<file path="src/rtl/scan_mux_pkg.sv">
// Shared types and constants for the scan_mux_nto1 channel sampler.
package scan_mux_pkg;

  typedef enum logic [1:0] {
    IDLE      = 2'd0,
    SCAN_WAIT = 2'd1,
    SCAN_EMIT = 2'd2
  } state_t;

  localparam logic MODE_MANUAL = 1'b0;
  localparam logic MODE_SCAN   = 1'b1;

  // Dwell counter width; a single-cycle dwell still needs one bit.
  function automatic int cnt_width(input int dwell);
    return (dwell > 1) ? $clog2(dwell) : 1;
  endfunction

endpackage

</file>
<file path="src/rtl/mux_nto1.sv">
// Purely combinational N_CH x W selector; out-of-range selects yield zero.
module mux_nto1 #(
  parameter int N_CH  = 4,
  parameter int W     = 8,
  parameter int SEL_W = $clog2(N_CH)
) (
  input  logic [N_CH*W-1:0] din_i,
  input  logic [SEL_W-1:0]  sel_i,
  output logic [W-1:0]      y_o
);

  always_comb begin
    y_o = '0;
    for (int k = 0; k < N_CH; k++) begin
      if (sel_i == SEL_W'(k)) y_o = din_i[k*W +: W];
    end
  end

endmodule

</file>
<file path="src/rtl/scan_mux_nto1.sv">
// N-channel sampler with manual and round-robin scan modes, one-entry registered
// valid/ready output. Optional per-channel enable mask under SCAN_MUX_CH_MASK_EN.
//
// Output handshake: out_data/out_ch are meaningful while out_valid=1 and are
// held stable until a clock edge with out_valid && out_ready, which is the
// transfer. A new capture on the transfer edge replaces the sample in place.
module scan_mux_nto1
  import scan_mux_pkg::*;
#(
  parameter int N_CH  = 4,
  parameter int W     = 8,
  parameter int DWELL = 4,
  localparam int SEL_W = $clog2(N_CH)
) (
  input  logic              clk,
  input  logic              rst_n,
  input  logic [N_CH*W-1:0] din,
  input  logic              mode,
  input  logic [SEL_W-1:0]  sel,
  input  logic              sample_req,
  input  logic              out_ready,
`ifdef SCAN_MUX_CH_MASK_EN
  input  logic [N_CH-1:0]   ch_mask,
`endif
  output logic              out_valid,
  output logic [W-1:0]      out_data,
  output logic [SEL_W-1:0]  out_ch,
  output logic              sel_err,
  output logic [1:0]        dbg_state_o
);

  localparam int CNT_W    = cnt_width(DWELL);
  localparam int EN_PAD_W = 1 << SEL_W;
  localparam logic [CNT_W-1:0] CNT_LAST = CNT_W'(DWELL - 1);
  localparam logic [SEL_W-1:0] PTR_LAST = SEL_W'(N_CH - 1);

  state_t            state_q, state_d;
  logic [SEL_W-1:0]  ptr_q, ptr_d;
  logic [CNT_W-1:0]  cnt_q, cnt_d;
  logic              valid_q, valid_d;
  logic [W-1:0]      data_q, data_d;
  logic [SEL_W-1:0]  ch_q, ch_d;
  logic              err_q, err_d;

  logic              load_ok;
  logic              capture;
  logic              sel_bad;
  logic              any_en;
  logic [N_CH-1:0]   en_mask;
  logic [EN_PAD_W-1:0] en_pad;
  logic [SEL_W-1:0]  scan_ch;
  logic [SEL_W-1:0]  scan_nxt;
  logic [SEL_W-1:0]  mux_sel;
  logic [W-1:0]      mux_y;

`ifdef SCAN_MUX_CH_MASK_EN
  assign en_mask = ch_mask;

  // Capture the first enabled channel at or after the pointer, then park the
  // pointer on the first enabled channel after the one captured.
  always_comb begin
    scan_ch  = ptr_q;
    scan_nxt = ptr_q;
    for (int i = N_CH - 1; i >= 0; i--) begin
      if (en_mask[(int'(ptr_q) + i) % N_CH]) scan_ch = SEL_W'((int'(ptr_q) + i) % N_CH);
    end
    for (int i = N_CH; i >= 1; i--) begin
      if (en_mask[(int'(scan_ch) + i) % N_CH]) scan_nxt = SEL_W'((int'(scan_ch) + i) % N_CH);
    end
  end
`else
  assign en_mask  = '1;
  assign scan_ch  = ptr_q;
  assign scan_nxt = (ptr_q == PTR_LAST) ? '0 : ptr_q + 1'b1;
`endif

  // Zero-padding to the full select range makes out-of-range selects read as disabled.
  assign en_pad  = EN_PAD_W'(en_mask);
  assign sel_bad = !en_pad[sel];
  assign any_en  = |en_mask;
  assign load_ok = !valid_q || out_ready;
  assign mux_sel = (state_q == IDLE) ? sel : scan_ch;

  mux_nto1 #(
    .N_CH  (N_CH),
    .W     (W),
    .SEL_W (SEL_W)
  ) u_mux (
    .din_i (din),
    .sel_i (mux_sel),
    .y_o   (mux_y)
  );

  always_comb begin
    state_d = state_q;
    ptr_d   = ptr_q;
    cnt_d   = cnt_q;
    err_d   = 1'b0;
    capture = 1'b0;
    unique case (state_q)
      IDLE: begin
        if (mode == MODE_SCAN) begin
          state_d = SCAN_WAIT;
          cnt_d   = '0;
        end else if (sample_req) begin
          if (sel_bad) err_d = 1'b1;
          else         capture = load_ok;
        end
      end
      SCAN_WAIT: begin
        if (mode == MODE_MANUAL) begin
          state_d = IDLE;
          ptr_d   = '0;
          cnt_d   = '0;
        end else if (cnt_q == CNT_LAST) begin
          if (any_en) begin
            state_d = SCAN_EMIT;
            cnt_d   = '0;
          end
        end else begin
          cnt_d = cnt_q + 1'b1;
        end
      end
      SCAN_EMIT: begin
        if (mode == MODE_MANUAL) begin
          state_d = IDLE;
          ptr_d   = '0;
          cnt_d   = '0;
        end else if (!any_en) begin
          // Mask emptied while waiting to emit: fall back and re-arm immediately.
          state_d = SCAN_WAIT;
          cnt_d   = CNT_LAST;
        end else if (load_ok) begin
          capture = 1'b1;
          ptr_d   = scan_nxt;
          cnt_d   = '0;
          state_d = SCAN_WAIT;
        end
      end
      default: state_d = IDLE;
    endcase
  end

  always_comb begin
    valid_d = valid_q;
    data_d  = data_q;
    ch_d    = ch_q;
    if (capture) begin
      valid_d = 1'b1;
      data_d  = mux_y;
      ch_d    = mux_sel;
    end else if (valid_q && out_ready) begin
      valid_d = 1'b0;
    end
  end

  always_ff @(posedge clk) begin
    if (!rst_n) begin
      state_q <= IDLE;
      ptr_q   <= '0;
      cnt_q   <= '0;
      valid_q <= 1'b0;
      data_q  <= '0;
      ch_q    <= '0;
      err_q   <= 1'b0;
    end else begin
      state_q <= state_d;
      ptr_q   <= ptr_d;
      cnt_q   <= cnt_d;
      valid_q <= valid_d;
      data_q  <= data_d;
      ch_q    <= ch_d;
      err_q   <= err_d;
    end
  end

  assign out_valid   = valid_q;
  assign out_data    = data_q;
  assign out_ch      = ch_q;
  assign sel_err     = err_q;
  assign dbg_state_o = state_q;

endmodule
</file>
<file path="config.mk">
export PLATFORM = sky130hd
export DESIGN_NAME = scan_mux_nto1
export DESIGN_NICKNAME = d
export VERILOG_FILES = /design/src/rtl/scan_mux_pkg.sv /design/src/rtl/mux_nto1.sv /design/src/rtl/scan_mux_nto1.sv
export SDC_FILE = /design/constraint.sdc
export NUM_CORES = 1
export LEC_CHECK = 0
export ABC_AREA = 1
export CAP_MARGIN = 15
export CORE_MARGIN = 1.5
export CORE_UTILIZATION = 34
export CTS_BUF_LIST = sky130_fd_sc_hd__clkbuf_16
export CTS_CLUSTER_SIZE = 10
export DETAILED_ROUTE_END_ITERATION = 12
export PLACE_DENSITY = 0.81
export SYNTH_ARGS = -nofsm -noshare
export SYNTH_HDL_FRONTEND = slang
export SYNTH_HIERARCHICAL = 1
export SYNTH_SLANG_ARGS = --single-unit
export TNS_END_PERCENT = 20
</file>
<file path="constraint.sdc">
create_clock -name clk -period 1.4 [get_ports clk]
set_input_delay 0.35 -clock clk [delete_from_list [all_inputs] [get_ports clk]]
set_output_delay 0.35 -clock clk [all_outputs]
set_load 0.05 [all_outputs]
</file>
* Word level (Yosys, flattened, before mapping)
Cells that the tools add are included.
** Storage, ports and cells
- Output and inout bits :: 14
- Logic and storage cells :: 69
- Input bits :: 39
- Flip-flop bits (word level) :: 18
** Cells by class
- Reductions and logical operators :: 12
- $lt $le $gt $ge :: 1
- Add/subtract/negate cells :: 2
- Equality and inequality tests :: 11
- Muxes and demuxes :: 33
- Bitwise gates (word level) :: 3
** Operator list (count)
- 8-bit 2-to-1 mux :: 4
- 2-bit 2-to-1 mux :: 15
- 2-bit one-hot mux with 3 select lines :: 2
- 2-bit equality test, second input constant :: 5
- 1-bit 2-to-1 mux :: 9
- 3-bit AND reduction :: 3
- 3-bit != test, second input constant :: 2
- 2-bit by 1-bit adder with 2-bit output, second input constant :: 2
- 2-bit by 1-bit equality test with 1-bit output, second input constant :: 2
- 2-bit logical NOT :: 2
- 2-bit != test, second input constant :: 2
- 2-bit one-hot mux with 2 select lines :: 1
- 2-bit nonzero test :: 2
- 4-bit OR reduction :: 1
- 2-bit by 3-bit less-than comparator with 1-bit output, second input constant :: 1
- 1-bit NOT :: 3
- 3-bit nonzero test :: 1
- 1-bit binary-select mux with 2-bit select :: 1
- 1-bit one-hot mux with 2 select lines :: 1
- 1-bit logical AND :: 1
- 1-bit logical NOT :: 1
- 1-bit logical OR :: 1

* Depth between registers and ports, before layout
Gate-level depths: netlist of the first run.
- Depth in word-level cells :: 7
- Gate-level depth with buffers :: 12
- Mapped depth without buffers :: 11

* Modules after synthesis
Netlist of the first run, hierarchy kept.
** By module, submodules not included
- scan_mux_nto1 :: cells an instance 144, seq. area each 340.3 um^2, area each 988.4 um^2, instances 1
- mux_nto1 :: cells an instance 47, seq. area each 0.0 um^2, area each 264.0 um^2, instances 1

* Worst setup path before layout of the first run
No wires, ideal clock.
- Path kind :: reg-to-reg
- Start point :: register state_q[0] (netlist: dbg_state_o[0])
- End point :: register data_q[3] (netlist: out_data[3])
- Data arrival time :: 1.673 ns
- Stages on the path, launching flop included :: 12
- Path slack :: -0.390 ns
- Data required time :: 1.283 ns
- Period minus slack after synthesis :: 1.790 ns
- Buffers on the path :: 2
- Cells stage by stage :: dfxtp_1 > o21ai_0 > nand2_1 > inv_1 > buf_6 > buf_6 > nand3_1 > nand4_1 > inv_1 > nand3_2 > nand2_1 > nor2_2
** Between the ends
- Longest elaborated chain between the ends :: 7
- Elaborated cells between the ends (all ways) :: 12
** Ends and longest elaborated chain
- start: declaration :: line scan_mux_nto1.sv:37 : state_t state_q, state_d;
- start signal: assignment :: line scan_mux_nto1.sv:167 : state_q <= state_d;
- 2-bit logical NOT * :: line scan_mux_nto1.sv:82 : assign mux_sel = (state_q == IDLE) ? sel : scan_ch;
- 2-bit 2-to-1 mux * :: line scan_mux_nto1.sv:82
- via mux_sel[0] :: line scan_mux_nto1.sv:53 : logic [SEL_W-1:0] mux_sel;
- 2-bit logical NOT :: line mux_nto1.sv:15 : if (sel_i == SEL_W'(k)) y_o = din_i[k*W +: W];
- 8-bit 2-to-1 mux (3 in series) :: line mux_nto1.sv:15
- 8-bit 2-to-1 mux * :: line mux_nto1.sv:15
- via mux_y[3] :: line scan_mux_nto1.sv:54 : logic [W-1:0] mux_y;
- end signal: assignment :: line scan_mux_nto1.sv:171 : data_q <= data_d;
- end: declaration :: line scan_mux_nto1.sv:41 : logic [W-1:0] data_q, data_d;
Mark *: on every way through the listed nets, which the timed path passes. The rest lies on a longest branch.
A chain may end at the register's enable or synchronous reset.

* Final worst setup path of the first run
- Start point :: register state_q[0] (netlist: dbg_state_o[0])
- End point :: register data_q[0] (netlist: out_data[0])
Same word-level chain as after synthesis.

==> results.toml, run 1 <==
[synth]
ys.flop_type = "dfxtp_1"
syn_area_sq_um = 1250
netlist-cell-type-count = 19
synth_edf_count = 0
async_flop_share_pct = 0
ys_ff_latch = 17
syn_avg_cell_area_sq_um = 6.56
synth_cells = 191
synthesis.nets = 232
yosys_warnings = 6
ys_seq_area_share_pct = 27.2

[cts]
clkTransAtPathRegs_ns = 0.06
cts_tree = "done"
cts_root_buf = "clkbuf_16"
clock_latency_ns = 0.25
cts.sinks = 17
clk_path_buf_depth = 2
cts_buffers = 3
h-tree-depth = 1

[die]
die_y_um = 63.7
ios = 53
chipWidth_um = 63.7
core-area_sq_um = 3440
initial_utilization_pct = 36.4
rows = 21
die_area_sq_um = 4060

[sta]
setup_viol = 8
rsz0062_at_grt = "yes"
whs_ns = 0.507
fin_crit_sh_pct = 109
period_needed_ns = 1.53
setup_ws_ns = -0.132
drv_slew = 0
max_freq_ghz = 0.653
skew_ns = 0.00528
finalHoldViolations = 0

[worst_setup_path]
regToRegStartpoint = "dbg_state_o[0]"
cp-start-kind = "flop"
critical_path.most_common_cell = "buf_12"
cp_max_fo = 8
worst_r2r_path_depth = 11
path_cells = "o21ai_1 -> nand2_4 -> inv_4 -> buf_12 -> buf_12 -> nand3_1 -> nand4_1 -> inv_1 -> nand3_2 -> nand2_1 -> nor2_1"
critPathCaptureType = "flop"
cp_slowest_stage_delay_ns = 0.36
cpMaxStageDelayCell = "dfxtp_4"
critPathRequiredTime_ns = 1.59
cp_data_arrival_time_ns = 1.72
r2r_setup_slack_ns = -0.13
critPathKind = "flop to flop"
critical_path.reg2reg.endpoint = "out_data[0]"

[place]
place.gp.congestion = 0.892
port_buffers = 51
place_inst = 293
dp_hpwl_um = 2620

[cells_and_area]
drive_gt1_share_pct = 32.0
stdcell_count = 305
finalNetCount = 301
synthToLayoutAreaGrowth_pct = 85.9
diodes = 0

[power_and_ir_drop]
p_leak_uw = 0.00102
switching_share_pct = 32.7
p_switching_uw = 654
pwr-share-seq_pct = 27.7
p_per_area_nw_per_um2 = 858
p_int_uw = 1340
power_frac_comb_pct = 42.7
pwr-share-clk_pct = 29.6
finalPower_uw = 2000
vdd_drop_max_uv = 569

[status]
violations = "negative setup slack"
outcome = "finished with violations"

[run]
cap_violations = 0

[routing]
drt_iter0_markers = 85
vias_per_cell = 4.95
routed_wl_um = 3680
antenna_left = 0
wl_per_cell_um = 12.1
drc_errors = 0
drtPass1Iterations = 4
num_vias = 1511

[grt]
antenna_found_initial = 0
grt.overflow.total = 0
grt_pass1_vias = 1443
track_usage_pct = 19.1
grt_max_degree = 22
grt_pass1_wl_um = 6300

[worst_hold_path]
hp-class = "flop to flop"
min_path_cells = 2
holdPathEnd = "cnt_q[1]"
holdCritStartpoint = "cnt_q[1]"
-- worst max-delay path: cells and delay by family, from the launching register on --
family	cells	cell delay, ns
simple gates	6	0.52
flops	1	0.36
compound gates	1	0.23
buf+inv	4	0.37
-- routing by layer --
metal	routed length [um]	global-route usage, %	part of all wire, %	vias up
met5	0	0	0	-
met2	1820	33.0	50	51
met3	194	3.04	5.3	6
met1	1610	24.9	44	693
li1	-	-	-	761
met4	49	4.35	1.3	0
-- cell usage after synthesis, types with 3 or more instances --
cell,count,area (sq um)
a21oi_1,14,70.1
buf_6,8,90.1
dfxtp_1,17,340
inv_1,20,75.1
inv_2,4,15.0
nand2_1,38,143
nand3_1,33,165
nand3_2,10,100
nand4_1,9,56.3
nor2_1,22,82.6
nor2_2,3,18.8
o21ai_0,3,15.0
-- cell type report --
type                    count  area, sq um
flip-flops and latches     17          348
multi-input cells         139          790
clock inverters             1         6.26
fillers                   261         1110
well taps                  46         57.6
inverters                  24          103
repair buffers             75          950
clock buffers               3         75.1
-- kinds of logic (layout without fill, tap and decap cells) --
kind of cell	after synthesis	in the layout	synth area share, %
AO/OA/AOI/OAI	18	18	7.49
adder cells (fa/ha/maj)	2	2	2.00
buffers and inverters	35	103	16.0
flip-flops	17	17	27.2
other	1	1	0.299
AND/OR/NAND/NOR	118	118	47.1
-- how the worst max path moves through the flow --
stage                  endpoint  slack [ns]  cells past startpoint           start
floorplan           out_data[3]       -0.04                     12  dbg_state_o[1]
global placement    out_data[3]       -0.43                     12          sel[1]
detailed placement  out_data[3]       -0.48                     12          sel[1]
CTS                 out_data[5]       -0.07                     12  dbg_state_o[0]
global route        out_data[2]       -0.21                     12  dbg_state_o[0]
finish              out_data[0]       -0.13                     11  dbg_state_o[0]
-- through the flow --
stage	worst slack, ns	util [%]	TNS [ns]	cell area (sq um)
finish	-0.132	67.6	-0.606	2330
global route	-0.214	67.6	-1.46	2330
CTS	-0.0666	66.9	-0.441	2300
detailed placement	-0.475	60.7	-4.32	2090
global placement	-0.429	60.7	-3.93	2090
floorplan	-0.0394	-	-0.271	1320
-- layout by cell type, fill, tap and decap left out, drive strengths merged --
cell type / count
a21oi: 15
nor2: 26
nand3: 43
nand4: 9
o21ai: 3
nand2: 40
clkdlybuf4s50: 36
clkinv: 1
clkbuf: 3
buf: 37
ha: 2
dlygate4sd2: 1
inv: 24
conb: 1
dlymetal6s2s: 1
dfxtp: 17
-- state kept, by name, summed over array words and instances, names as in the netlist --
name and flops:
out_valid 1, dbg_state_o 2, cnt_q 2, out_data 8, ptr_q 2, out_ch 2
-- repair_timing --
item                       CTS  global route
gates cloned                 2             0
resized for setup           12             7
hold buffers                 0             0
setup endpoints to repair    8             8
pin swaps                   11            10
setup buffers                5             1
-- power groups by stage --
stage	Clock, uW	Combinational, uW	Sequential, uW
3_3_place_gp	0	724	562
5_1_grt	623	916	557
6_report	591	854	553
2_1_floorplan	0	341	634
3_5_place_dp	0	735	562
4_1_cts	603	835	553
No activity file was read; power rests on OpenSTA's default activity.
==> inputs of run 2 (changes only) <==
ABC_AREA = unset   (was 1)
PLACE_DENSITY = 0.84   (was 0.81)
==> results.toml, run 2 <==
[cts]
cts_buffers = 3
clk_path_buf_depth = 2
cts_tree = "done"
clock_latency_ns = 0.25
cts-hold-fix-buffers = 0
cts_root_buf = "clkbuf_16"
clkTransAtPathRegs_ns = 0.05
h-tree-depth = 1
cts.sinks = 17

[grt]
grt.overflow.total = 0
grt_pass1_wl_um = 4820
grt_max_degree = 15
track_usage_pct = 18.7
grt_pass1_vias = 1184
antenna_found_initial = 0

[routing]
routed_wl_um = 3060
drc_errors = 0
drtPass1Iterations = 4
drt_iter0_markers = 29
num_vias = 1060
antenna_left = 0
wl_per_cell_um = 15.2
vias_per_cell = 5.27

[place]
post-place-ws_ns = -0.695
dpl-instance-area_sq_um = 1800
place.gp.congestion = 0.791
dp_hpwl_um = 2330
port_buffers = 51

[worst_setup_path]
cpMaxStageDelayCell = "mux4_2"
cp-start-kind = "flop"
cp_data_arrival_time_ns = 1.76
critPathKind = "flop to flop"
path_cells = "nor3b_4 -> or2_4 -> mux4_2 -> nand2_1 -> mux2i_1"
cp_slowest_stage_delay_ns = 0.53
critPathRequiredTime_ns = 1.53
critPathTopFamily = "multiplexers"
crit_buf_inv = 0
critPathCaptureType = "flop"
cp_max_fo = 8

[cells_and_area]
finalNetCount = 210
synthToLayoutAreaGrowth_pct = 83.1
layout_commonest_cell = "clkdlybuf4s50_1"
mostFrequentLayoutCells = "36 x clkdlybuf4s50_1, 18 x nand2_1, 15 x dfxtp_1"
diodes = 0
final_cell_area_sq_um = 1940
drive_gt1_share_pct = 30.4
largest_register_ffs = 8

[synth]
netlist-cell-type-count = 34
ys_ff_latch = 17
synth_largest_area_cell = "dfxtp_1"
syn_avg_cell_area_sq_um = 9.81
async_flop_share_pct = 0
yosys_warnings = 6
yosysMostFrequentCell = "nand2_1"
synth_commonest_cells = "19 x nand2_1, 17 x dfxtp_1, 10 x mux2i_1, 8 x mux4_2, 4 x o21ai_0"
synth_cells = 108
synth_edf_count = 0
ys_seq_area_share_pct = 32.1
syn_area_sq_um = 1060
yosysTopAreaCellShare_pct = 32.1
ys.flop_type = "dfxtp_1"
synthesis.nets = 149
synthTopCellsByArea = "dfxtp_1 32%, mux4_2 17%, mux2i_1 9.4%"

[sta]
drv_slew = 0
period_needed_ns = 1.63
rsz0062_at_grt = "yes"
skew_ns = 0.00104
setup_viol = 9
fin_crit_sh_pct = 116
finalHoldViolations = 0
setup_ws_ns = -0.230
max_freq_ghz = 0.614

[worst_hold_path]
hp-class = "flop to flop"

[die]
die_y_um = 58.8
initial_utilization_pct = 35.3
chipWidth_um = 58.8
ios = 53
rows = 20
core-area_sq_um = 3000
die_area_sq_um = 3460

[status]
outcome = "finished with violations"
violations = "negative setup slack"

[run]
cap_violations = 0

[power_and_ir_drop]
p_leak_uw = 0.000742
vdd_drop_max_uv = 372
p_per_area_nw_per_um2 = 792
-- run 2: where the power goes --
part	internal [uW]	switching [uW]	total [uW]
Combinational	263	172	434
Sequential	503	23.8	526
Clock	383	194	577
Total	1150	390	1540
-- run 2: routing by layer --
layer	vias up	wire length, um	global-route usage, %
li1	509	-	-
met1	500	1090	18.4
met2	47	1680	35.1
met3	4	232	5.05
met4	0	51	9.74
met5	-	0	0
-- run 2: cell families after synthesis --
group           share of synthesized area, %
flops                                   32.1
compound gates                          12.3
buf+inv                                 6.02
fa+ha+maj                               2.36
mux                                     26.4
simple gates                            20.4
other cells                            0.354
-- run 2: area by class of cell --
class                   count  area, sq um
fillers                   242         1060
repair buffers             65          767
well taps                  33         41.3
multi-input cells          80          697
clock buffers               3         75.1
clock inverters             1         5.00
inverters                   2         7.51
flip-flops and latches     17          348
-- run 2: per-stage QoR --
stage          power, uW  util, %  std cells  hold WS, ns  setup TNS [ns]
3_3_place_gp         947     59.8        194        0.471           -7.23
6_report            1540     64.6        201        0.499           -1.73
2_1_floorplan        734        -        108        0.453           -2.65
5_1_grt             1590     64.6        201        0.523           -2.55
3_5_place_dp         958     59.8        194        0.490           -8.04
4_1_cts             1540     64.2        201        0.505           -1.90
-- run 2: tightest hold or removal path, stage by stage (launching register included) --
cell	delay [ns]
dfxtp_1	0.33
nand2_1	0.06
mux2i_1	0.05
-- run 2: repair_timing --
item                       CTS  global route
setup endpoints to repair   15            14
pin swaps                    4             3
resized for setup            9             3
buffers inserted             3             0
-- run 2: path summary, 6_finish.rpt --
| path | depth (start not counted) | from | to | slack (ns) |
|---|---|---|---|---|
| hold / removal | 2 | out_data[4] | out_data[4] | 0.50 |
| hold reg to reg | 2 | out_data[4] | out_data[4] | 0.50 |
| setup reg to reg | 5 | dbg_state_o[0] | out_data[0] | -0.23 |
| setup / recovery | 5 | dbg_state_o[0] | out_data[0] | -0.23 |
